==> config.mk <==
export PLATFORM = sky130hd
export DESIGN_NAME = operativo
export DESIGN_NICKNAME = d
export VERILOG_FILES = /design/src/rtl/operativo.sv
export SDC_FILE = /design/constraint.sdc
export NUM_CORES = 1
export LEC_CHECK = 0
export BUFFER_PORTS_ARGS = -buffer_cell sky130_fd_sc_hd__buf_2
export CAP_MARGIN = 20
export CORE_MARGIN = 2
export CORE_UTILIZATION = 59
export CTS_CLUSTER_DIAMETER = 60
export DETAILED_ROUTE_END_ITERATION = 10
export PLACE_DENSITY = 0.86
export SLEW_MARGIN = 20
export SYNTH_ARGS = -nofsm -noshare
export SYNTH_HDL_FRONTEND = slang
export SYNTH_SLANG_ARGS = --single-unit
==> constraint.sdc <==
create_clock -name ck -period 6.7 [get_ports ck]
set_input_delay 1.34 -clock ck [delete_from_list [all_inputs] [get_ports ck]]
set_output_delay 1.34 -clock ck [all_outputs]
set_load 0.02 [all_outputs]
==> src/rtl/operativo.sv <==
// Operativo datapath: X/H/S registers, 16-bit ALU and 8x8 shift-add multiplier.
// Define OPERATIVO_SAT_EN to saturate A+B at 16'hFFFF and A-B at 16'h0000.
module operativo #(
    parameter logic [15:0] K = 16'd3
) (
    input  logic        ck,
    input  logic        rst,
    input  logic [7:0]  x_in,
    input  logic        lx,
    input  logic [1:0]  m0,
    input  logic [1:0]  m1,
    input  logic [1:0]  m2,
    input  logic        h,
    input  logic        lh,
    input  logic        ls,
    output logic [15:0] s_out,
    output logic        pronto
);

    typedef enum logic {
        S_IDLE,
        S_BUSY
    } state_t;

    state_t      r_state;
    state_t      w_state_n;

    logic [7:0]  r_x;
    logic [15:0] r_h;
    logic [15:0] r_s;
    logic [15:0] r_p;
    logic [1:0]  r_prev_m2;
    logic [2:0]  r_cnt;
    logic [15:0] r_mcand;
    logic [7:0]  r_mplier;
    logic [15:0] r_acc;

    logic [15:0] w_a;
    logic [15:0] w_b;
    logic [15:0] w_add;
    logic [15:0] w_sub;
    logic [15:0] w_r;
    logic [15:0] w_acc_n;
    logic        w_start;
    logic        w_last;
    logic        w_hold;

    always_comb begin
        w_a = 16'd0;
        case (m0)
            2'b00:   w_a = 16'd0;
            2'b01:   w_a = {8'b0, r_x};
            default: w_a = r_h;
        endcase
    end

    always_comb begin
        w_b = 16'd0;
        case (m1)
            2'b00:   w_b = {8'b0, r_x};
            2'b01:   w_b = K;
            2'b10:   w_b = r_h;
            default: w_b = 16'd0;
        endcase
    end

`ifdef OPERATIVO_SAT_EN
    logic [16:0] w_sum17;
    logic [16:0] w_dif17;

    assign w_sum17 = {1'b0, w_a} + {1'b0, w_b};
    assign w_dif17 = {1'b0, w_a} - {1'b0, w_b};
    assign w_add   = w_sum17[16] ? 16'hFFFF : w_sum17[15:0];
    assign w_sub   = w_dif17[16] ? 16'h0000 : w_dif17[15:0];
`else
    assign w_add = w_a + w_b;
    assign w_sub = w_a - w_b;
`endif

    always_comb begin
        w_r = 16'd0;
        case (m2)
            2'b00:   w_r = w_a;
            2'b01:   w_r = w_add;
            2'b10:   w_r = w_sub;
            default: w_r = r_p;
        endcase
    end

    assign w_start = (m2 == 2'b11) && (r_prev_m2 != 2'b11)
                     && (r_state == S_IDLE);
    assign w_last  = (r_cnt == 3'd7);
    // Loads that would capture a stale product are suppressed while busy.
    assign w_hold  = (m2 == 2'b11) && (r_state == S_BUSY);
    assign w_acc_n = r_acc + (r_mplier[0] ? r_mcand : 16'd0);

    always_ff @(posedge ck) begin
        if (rst) begin
            r_state <= S_IDLE;
        end else begin
            r_state <= w_state_n;
        end
    end

    always_comb begin
        w_state_n = r_state;
        case (r_state)
            S_IDLE:  if (w_start) w_state_n = S_BUSY;
            S_BUSY:  if (w_last)  w_state_n = S_IDLE;
            default: w_state_n = S_IDLE;
        endcase
    end

    always_ff @(posedge ck) begin
        if (rst) begin
            r_x       <= 8'd0;
            r_h       <= 16'd0;
            r_s       <= 16'd0;
            r_p       <= 16'd0;
            r_prev_m2 <= 2'b00;
            r_cnt     <= 3'd0;
            r_mcand   <= 16'd0;
            r_mplier  <= 8'd0;
            r_acc     <= 16'd0;
        end else begin
            r_prev_m2 <= m2;
            if (lx) begin
                r_x <= x_in;
            end
            if (lh && !(h && w_hold)) begin
                r_h <= h ? w_r : w_a;
            end
            if (ls && !w_hold) begin
                r_s <= w_r;
            end
            if (w_start) begin
                r_cnt    <= 3'd0;
                r_mcand  <= {8'b0, w_a[7:0]};
                r_mplier <= w_b[7:0];
                r_acc    <= 16'd0;
            end else if (r_state == S_BUSY) begin
                r_acc    <= w_acc_n;
                r_mcand  <= {r_mcand[14:0], 1'b0};
                r_mplier <= {1'b0, r_mplier[7:1]};
                r_cnt    <= r_cnt + 3'd1;
                if (w_last) begin
                    r_p <= w_acc_n;
                end
            end
        end
    end

    assign s_out  = r_s;
    assign pronto = (r_state == S_IDLE);

endmodule

==> results of run 1 <==
==> placed cells by master (no fill, tap or decap), types with 7 or more instances in the layout <==
| cell type | netlist | layout |
|---|---|---|
| sky130_fd_sc_hd__nor2b_1 | 11 | 11 |
| sky130_fd_sc_hd__xor2_1 | 9 | 9 |
| sky130_fd_sc_hd__mux2i_1 | 44 | 44 |
| sky130_fd_sc_hd__dfxtp_1 | 102 | 101 |
| sky130_fd_sc_hd__a21o_1 | 8 | 8 |
| sky130_fd_sc_hd__inv_1 | 25 | 25 |
| sky130_fd_sc_hd__xnor2_1 | 23 | 23 |
| sky130_fd_sc_hd__o21ai_0 | 27 | 27 |
| sky130_fd_sc_hd__nand3_1 | 12 | 12 |
| sky130_fd_sc_hd__a21oi_1 | 83 | 83 |
| sky130_fd_sc_hd__clkbuf_8 | 0 | 9 |
| sky130_fd_sc_hd__nor3_1 | 15 | 15 |
| sky130_fd_sc_hd__ha_1 | 37 | 37 |
| sky130_fd_sc_hd__o21a_1 | 11 | 11 |
| sky130_fd_sc_hd__nand2_1 | 87 | 87 |
| sky130_fd_sc_hd__or3_1 | 8 | 8 |
| sky130_fd_sc_hd__nor2_1 | 128 | 128 |
| sky130_fd_sc_hd__a211oi_1 | 23 | 23 |
| sky130_fd_sc_hd__o21ai_1 | 7 | 7 |
| sky130_fd_sc_hd__and2_1 | 26 | 26 |
| sky130_fd_sc_hd__buf_2 | 1 | 36 |
==> stage by stage <==
step / setup WS, ns / cells / total power (µW)
after floorplan: 1.98 / 824 / 908
after global placement: 1.48 / 954 / 978
after detailed placement: 1.26 / 954 / 985
after CTS: 1.67 / 970 / 1370
after global routing: 1.33 / 970 / 1430
final: 1.60 / 970 / 1370
==> final cells by class <==
cell class	count	area, µm²	area share (%)
clock buffer	9	124	1.82
multi-input combinational	646	4070	60.0
timing repair buffer	40	210	3.09
clock inverter	7	68.8	1.01
tap	140	175	2.58
inverter	26	97.6	1.44
sequential	102	2040	30.1
==> state kept, by name (all words and copies together), names as in the netlist <==
signal / flops
r_acc: 16
r_cnt: 3
r_h: 16
r_mcand: 16
r_mplier: 8
r_p: 16
r_prev_m2: 2
r_state: 1
r_x: 8
s_out: 16
==> per-layer routing <==
metal / up-vias / global-route usage (%)
met1: 2703 / 35.9
met2: 174 / 45.5
met4: 0 / 13.6
met3: 44 / 3.44
met5: - / 0
li1: 2898 / -
==> critical path: cells and delay by family <==
| kind | cells | cell delay (ns) |
|---|---|---|
| compound gates | 8 | 1.60 |
| simple gates | 5 | 1.15 |
| fa+ha+maj | 2 | 0.50 |
| buf+inv | 2 | 0.41 |
| xor+xnor | 2 | 0.35 |
==> power groups by stage <==
stage	combinational (µW)	clock (µW)	sequential, µW
6_report	327	390	651
3_5_place_dp	321	0	664
4_1_cts	323	393	651
2_1_floorplan	240	0	667
3_3_place_gp	315	0	664
5_1_grt	362	414	654
==> final timing paths <==
kind            start        end
min          s_out[4]   s_out[4]
max reg2reg    r_x[0]  s_out[15]
min reg2reg  s_out[4]   s_out[4]
max             m1[1]  s_out[15]
==> logic make-up (layout without fill, tap and decap cells) <==
| group | Yosys count | after routing | synth area share (%) |
|---|---|---|---|
| flip-flops | 102 | 102 | 31.8 |
| AND/OR/NAND/NOR | 319 | 319 | 23.0 |
| adder cells (fa/ha/maj) | 39 | 39 | 7.84 |
| buffers and inverters | 76 | 82 | 4.70 |
| AO/OA/AOI/OAI | 210 | 210 | 21.0 |
| multiplexers | 46 | 46 | 7.26 |
| XOR/XNOR | 32 | 32 | 4.37 |
==> impl_metrics.prom, run 1 <==
# TYPE chip_impl_metric gauge
chip_impl_metric{name="tns",unit="ns"} 0
chip_impl_info{name="synth_top_cells_by_count",value="sky130_fd_sc_hd__nor2_1, sky130_fd_sc_hd__dfxtp_1, sky130_fd_sc_hd__nand2_1"} 1
chip_impl_metric{name="hold-path-cell-count",unit=""} 2
chip_impl_metric{name="horizontal_extent_of_the_die",unit="µm"} 108
chip_impl_metric{name="max-slew-margin-rel",unit="%"} 35.3
chip_impl_metric{name="initialDrtViolationCount",unit=""} 491
chip_impl_metric{name="grt_pass1_vias",unit=""} 5347
chip_impl_metric{name="num_rows",unit=""} 38
chip_impl_metric{name="power_frac_clock",unit="%"} 28.5
chip_impl_metric{name="core-area",unit="µm²"} 10700
chip_impl_metric{name="fin_nets",unit=""} 884
chip_impl_metric{name="met2_length",unit="µm"} 7300
chip_impl_metric{name="power.leakage",unit="µW"} 0.00279
chip_impl_info{name="grt_setup_unrepaired",value="false"} 1
chip_impl_metric{name="die_height",unit="µm"} 108
chip_impl_metric{name="drt-pass1-iter-count",unit=""} 6
chip_impl_info{name="synth_area_leaders",value="sky130_fd_sc_hd__dfxtp_1, sky130_fd_sc_hd__nor2_1, sky130_fd_sc_hd__ha_1, sky130_fd_sc_hd__mux2i_1, sky130_fd_sc_hd__a21oi_1"} 1
chip_impl_metric{name="vdd_drop_max",unit="mV"} 0.101
chip_impl_metric{name="ff2ff_path_depth",unit=""} 18
chip_impl_metric{name="cts_htree_levels",unit=""} 3
chip_impl_metric{name="synth_async_sr_flop_share",unit="%"} 0
chip_impl_metric{name="cts_repair_resize_count",unit=""} 0
chip_impl_metric{name="sw_frac_of_total",unit="%"} 34.3
chip_impl_metric{name="wl_per_cell",unit="µm"} 16.0
chip_impl_metric{name="drc_markers",unit=""} 0
chip_impl_metric{name="ant_nets",unit=""} 0
chip_impl_metric{name="synthDistinctLibCells",unit=""} 67
chip_impl_info{name="highest_layer",value="met4"} 1
chip_impl_metric{name="cp.required",unit="ns"} 6.95
chip_impl_metric{name="cts.sink_count",unit=""} 102
chip_impl_metric{name="synth.ff_latch_count",unit=""} 102
chip_impl_metric{name="count_of_buffers_from_port_buffering",unit=""} 36
chip_impl_metric{name="total_half_perimeter_wirelength_after_legalization_and_detailed_placement",unit="µm"} 11100
chip_impl_metric{name="mappedNetlistArea",unit="µm²"} 6410
chip_impl_info{name="worst_path_max_delay_cell",value="sky130_fd_sc_hd__or3_1"} 1
chip_impl_metric{name="finalHoldViolations",unit=""} 0
chip_impl_metric{name="totalWireLength",unit="µm"} 15500
chip_impl_metric{name="skew",unit="ns"} 0.0173
chip_impl_metric{name="worst_hold_slack",unit="ns"} 0.458
chip_impl_metric{name="post-cts-setup-buffer-count",unit=""} 0
chip_impl_metric{name="postSynthAreaPerCell",unit="µm²"} 7.78
chip_impl_metric{name="initial_utilization",unit="%"} 59.7
chip_impl_info{name="status",value="completed"} 1
chip_impl_info{name="type_of_element_launching_the_critical_path",value="input pin"} 1
chip_impl_metric{name="report.final.setup_viol",unit=""} 0
chip_impl_metric{name="avgViaCountPerCell",unit=""} 6.00
chip_impl_metric{name="worstMarginPinSlew",unit="ns"} 0.971
chip_impl_metric{name="min_period_over_period",unit="%"} 76.1
chip_impl_info{name="cts_tree",value="done"} 1
chip_impl_metric{name="wl_met3",unit="µm"} 712
chip_impl_metric{name="layout-drive-gt1-share",unit="%"} 8.67
chip_impl_metric{name="syn-num-nets",unit=""} 883
chip_impl_metric{name="synth_edf_count",unit=""} 0
chip_impl_metric{name="detail_route.wirelength.met1",unit="µm"} 6910
chip_impl_metric{name="drv_cap",unit=""} 0
chip_impl_info{name="timing.critical_path.to_type",value="flop"} 1
chip_impl_metric{name="power.density",unit="nW/µm²"} 201
chip_impl_metric{name="ioPinCount",unit=""} 37
chip_impl_metric{name="placedInstanceArea",unit="µm²"} 6600
chip_impl_metric{name="clk_transition_reported_paths",unit="ns"} 0.11
chip_impl_metric{name="final_period_minus_worst_setup_slack",unit="ns"} 5.10
chip_impl_metric{name="num_antenna_cells",unit=""} 0
chip_impl_metric{name="portion_of_total_power_attributed_to_sequential_cells",unit="%"} 47.6
chip_impl_metric{name="via_count",unit=""} 5819
chip_impl_metric{name="synth_sequential_area_ratio",unit="%"} 31.8
chip_impl_metric{name="grt_antenna_before_repair",unit=""} 0
chip_impl_metric{name="p_sw",unit="µW"} 469
chip_impl_metric{name="crit_path_max_fanout",unit=""} 18
chip_impl_info{name="critical_path.cell_chain",value="buf_2, o21bai_1, nand2_1, inv_1, ha_1, o21ai_0, or3_1, nor3_1, nor2_1, xor2_1, ha_1, a21oi_1, o21ai_0, and3_1, a2111oi_2, a21oi_1, xnor2_1, a221oi_2, a211oi_1"} 1
chip_impl_metric{name="fillCellCount",unit=""} 940
chip_impl_metric{name="grt_start_max_net_pins",unit=""} 87
chip_impl_info{name="root_cell_of_the_clock_tree",value="sky130_fd_sc_hd__clkbuf_8"} 1
chip_impl_metric{name="cts-buffers-inserted",unit=""} 9
chip_impl_metric{name="first_pass_grt_wire_length",unit="µm"} 25700
chip_impl_info{name="cell_with_the_most_instances_after_synthesis",value="sky130_fd_sc_hd__nor2_1"} 1
chip_impl_metric{name="weighted_congestion_at_the_end_of_routability_driven_global_placement",unit=""} 0.927
chip_impl_metric{name="post-route-util",unit="%"} 63.2
chip_impl_metric{name="hold_buffers",unit=""} 0
chip_impl_metric{name="critical_path.max_stage_delay",unit="ns"} 0.39
chip_impl_metric{name="synth_top_area_share",unit="%"} 31.8
chip_impl_metric{name="pwr-share-comb",unit="%"} 23.9
chip_impl_metric{name="power.internal",unit="µW"} 899
chip_impl_info{name="setup.worst_path.class",value="in2reg"} 1
chip_impl_metric{name="critPathArrivalTime",unit="ns"} 5.34
chip_impl_info{name="hp-class",value="reg2reg"} 1
chip_impl_metric{name="finish.instance_area",unit="µm²"} 6790
chip_impl_metric{name="ys_warn_count",unit=""} 0
chip_impl_metric{name="grt_overflow",unit=""} 0
chip_impl_info{name="synth_area_leader_cell",value="sky130_fd_sc_hd__dfxtp_1"} 1
chip_impl_metric{name="dieArea",unit="µm²"} 11700
chip_impl_info{name="synth_top_flop_cell",value="sky130_fd_sc_hd__dfxtp_1"} 1
chip_impl_metric{name="report.final.slew_viol_count",unit=""} 0
chip_impl_metric{name="reg2reg_slack",unit="ns"} 2.55
chip_impl_metric{name="cts.path.max_buffers",unit=""} 2
chip_impl_metric{name="synthCells",unit=""} 824
chip_impl_metric{name="global_route.usage.total",unit="%"} 27.6
chip_impl_metric{name="clk-insertion-delay-late",unit="ns"} 0.39
chip_impl_metric{name="area_growth",unit="%"} 5.91
chip_impl_metric{name="fmaxAchievable",unit="GHz"} 0.196
Power figures use the tool's default switching activity.
==> inputs of run 2 (changes only) <==
- clock period: 6.7 -> 4.8 ns (I/O delays scaled with it)
==> impl_metrics.prom, run 2 (synthesized netlist as in run 1, its figures left out) <==
# TYPE chip_impl_metric gauge
chip_impl_info{name="status",value="completed"} 1
chip_impl_metric{name="max-slew-margin-rel",unit="%"} 36.7
chip_impl_metric{name="hold-path-cell-count",unit=""} 2
chip_impl_metric{name="first_pass_grt_wire_length",unit="µm"} 25600
chip_impl_info{name="timing.critical_path.to_type",value="flop"} 1
chip_impl_info{name="r2r_start",value="r_x[0]"} 1
chip_impl_metric{name="skew",unit="ns"} 0.0201
chip_impl_info{name="mostFrequentLayoutCell",value="sky130_fd_sc_hd__nor2_1"} 1
chip_impl_metric{name="hold_buffers",unit=""} 0
chip_impl_metric{name="totalPowerFinal",unit="µW"} 1910
chip_impl_metric{name="dieArea",unit="µm²"} 11700
chip_impl_metric{name="cts-buffers-inserted",unit=""} 9
chip_impl_metric{name="global_route.usage.total",unit="%"} 27.5
chip_impl_metric{name="postLayoutSetupSlackWorst",unit="ns"} 0.487
chip_impl_metric{name="wl_per_cell",unit="µm"} 16.0
chip_impl_metric{name="power.density",unit="nW/µm²"} 280
chip_impl_info{name="worst_hold_path.endpoint",value="s_out[4]"} 1
chip_impl_metric{name="via_count",unit=""} 5747
chip_impl_info{name="type_of_element_launching_the_critical_path",value="input pin"} 1
chip_impl_info{name="hp-class",value="reg2reg"} 1
chip_impl_metric{name="ioPinCount",unit=""} 37
chip_impl_metric{name="critPathArrivalTime",unit="ns"} 4.57
chip_impl_metric{name="report.final.slew_viol_count",unit=""} 0
chip_impl_metric{name="num_rows",unit=""} 38
chip_impl_metric{name="avgViaCountPerCell",unit=""} 5.90
chip_impl_metric{name="initial_utilization",unit="%"} 59.7
chip_impl_metric{name="fmaxAchievable",unit="GHz"} 0.232
chip_impl_metric{name="layout-drive-gt1-share",unit="%"} 9.11
chip_impl_metric{name="horizontal_extent_of_the_die",unit="µm"} 108
chip_impl_metric{name="fin_nets",unit=""} 888
chip_impl_info{name="r2r_end",value="s_out[15]"} 1
chip_impl_metric{name="power.leakage",unit="µW"} 0.00281
chip_impl_metric{name="cp.required",unit="ns"} 5.06
chip_impl_metric{name="finish.instance_area",unit="µm²"} 6820
chip_impl_metric{name="initialDrtViolationCount",unit=""} 609
chip_impl_metric{name="drt-pass1-iter-count",unit=""} 5
chip_impl_metric{name="count_of_buffers_from_port_buffering",unit=""} 36
chip_impl_metric{name="clk_transition_reported_paths",unit="ns"} 0.11
chip_impl_metric{name="die_height",unit="µm"} 108
chip_impl_metric{name="fillCellCount",unit=""} 953
chip_impl_metric{name="total_half_perimeter_wirelength_after_legalization_and_detailed_placement",unit="µm"} 11500
chip_impl_metric{name="ff2ff_path_depth",unit=""} 18
chip_impl_metric{name="cts.path.max_buffers",unit=""} 2
chip_impl_metric{name="ant_nets",unit=""} 0
chip_impl_metric{name="dp_slack",unit="ns"} 0.150
chip_impl_metric{name="vdd_drop_max",unit="mV"} 0.166
chip_impl_metric{name="drv_cap",unit=""} 0
chip_impl_info{name="setup.worst_path.class",value="in2reg"} 1
chip_impl_info{name="root_cell_of_the_clock_tree",value="sky130_fd_sc_hd__clkbuf_8"} 1
chip_impl_metric{name="placedInstanceArea",unit="µm²"} 6630
chip_impl_metric{name="finalHoldViolations",unit=""} 0
chip_impl_metric{name="num_antenna_cells",unit=""} 0
chip_impl_metric{name="grt_antenna_before_repair",unit=""} 0
chip_impl_metric{name="min_period_over_period",unit="%"} 89.9
chip_impl_metric{name="grt_start_max_net_pins",unit=""} 55
chip_impl_metric{name="grt_pass1_vias",unit=""} 5222
chip_impl_metric{name="cts_htree_levels",unit=""} 3
chip_impl_metric{name="totalWireLength",unit="µm"} 15600
chip_impl_metric{name="reg2reg_slack",unit="ns"} 0.82
chip_impl_metric{name="cts.sink_count",unit=""} 102
chip_impl_metric{name="tns",unit="ns"} 0
chip_impl_metric{name="clk-insertion-delay-late",unit="ns"} 0.39
chip_impl_info{name="cts_tree",value="done"} 1
chip_impl_metric{name="core-area",unit="µm²"} 10700
chip_impl_metric{name="drc_markers",unit=""} 0
chip_impl_info{name="commonest_cells_after_routing_fill_and_taps_aside",value="sky130_fd_sc_hd__nor2_1, sky130_fd_sc_hd__dfxtp_1, sky130_fd_sc_hd__nand2_1"} 1
chip_impl_metric{name="area_growth",unit="%"} 6.34
chip_impl_metric{name="weighted_congestion_at_the_end_of_routability_driven_global_placement",unit=""} 0.944
chip_impl_metric{name="grt_overflow",unit=""} 0
chip_impl_metric{name="post-cts-setup-buffer-count",unit=""} 0
chip_impl_metric{name="worstMarginPinSlew",unit="ns"} 0.949
chip_impl_metric{name="crit_path_max_fanout",unit=""} 5
chip_impl_metric{name="final_period_minus_worst_setup_slack",unit="ns"} 4.31
chip_impl_info{name="min_from",value="s_out[4]"} 1
chip_impl_info{name="grt_setup_unrepaired",value="false"} 1
chip_impl_metric{name="cts_repair_resize_count",unit=""} 0
chip_impl_metric{name="report.final.setup_viol",unit=""} 0
## run 2: cell count changes in the layout (fill, tap and decap cells not counted)
| cell | change |
|---|---|
| sky130_fd_sc_hd__clkinv_4 | -1 |
| sky130_fd_sc_hd__inv_6 | +2 |
| sky130_fd_sc_hd__inv_8 | -1 |
| sky130_fd_sc_hd__buf_4 | +4 |
## run 2: critical path: stages
cell and delay (ns):
sky130_fd_sc_hd__buf_2 0.12, sky130_fd_sc_hd__o21bai_1 0.20, sky130_fd_sc_hd__nand2_1 0.16, sky130_fd_sc_hd__inv_1 0.09
sky130_fd_sc_hd__ha_1 0.16, sky130_fd_sc_hd__o21ai_0 0.11, sky130_fd_sc_hd__or3_1 0.38, sky130_fd_sc_hd__nor3_1 0.25
sky130_fd_sc_hd__nor2_1 0.08, sky130_fd_sc_hd__xor2_1 0.16, sky130_fd_sc_hd__ha_1 0.34, sky130_fd_sc_hd__a21oi_1 0.14
sky130_fd_sc_hd__o21ai_0 0.12, sky130_fd_sc_hd__and3_1 0.21, sky130_fd_sc_hd__a2111oi_2 0.37, sky130_fd_sc_hd__a21oi_1 0.14
sky130_fd_sc_hd__xnor2_1 0.17, sky130_fd_sc_hd__a221oi_2 0.29, sky130_fd_sc_hd__a211oi_1 0.13
## run 2: power breakdown
group	switching [µW]	internal, µW	leakage (µW)
logic	277	175	0.00188
clock network	338	201	0.0000953
registers	36.5	879	0.000830
## run 2: routing by layer
| metal | up-vias | track usage (%) | routed length (µm) |
|---|---|---|---|
| li1 | 2892 | - | - |
| met1 | 2663 | 36.6 | 7130 |
| met2 | 160 | 45.2 | 7340 |
| met3 | 32 | 3.98 | 697 |
| met4 | 0 | 10.3 | 389 |
| met5 | - | 0 | 0 |
## run 2: cell type report
cell class | instances | area [µm²] | share of cell area, %
Timing Repair Buffer | 44 | 240 | 3.52
Sequential cell | 102 | 2040 | 30.0
Clock inverter | 7 | 66.3 | 0.972
Clock buffer | 9 | 124 | 1.82
Inverter | 26 | 97.6 | 1.43
Multi-Input combinational cell | 646 | 4070 | 59.7
Tap cell | 140 | 175 | 2.57
## run 2: worst max path at each step
stage                end  start  slack [ns]  depth (start not counted)
2_1_floorplan  s_out[15]  m1[0]        0.46                         19
3_3_place_gp   s_out[15]  m1[1]        0.24                         19
3_5_place_dp   s_out[15]  m1[0]        0.15                         19
4_1_cts        s_out[15]  m1[0]        0.56                         19
5_1_grt        s_out[14]  m1[1]        0.16                         17
6_report       s_out[15]  m1[0]        0.49                         19
## run 2: metrics by stage
| stage | utilization [%] | std cells | hold WS [ns] |
|---|---|---|---|
| 2_1_floorplan | - | 824 | 0.432 |
| 3_3_place_gp | 61.7 | 958 | 0.442 |
| 3_5_place_dp | 61.7 | 958 | 0.445 |
| 4_1_cts | 63.5 | 974 | 0.459 |
| 5_1_grt | 63.5 | 974 | 0.481 |
| 6_report | 63.5 | 974 | 0.459 |
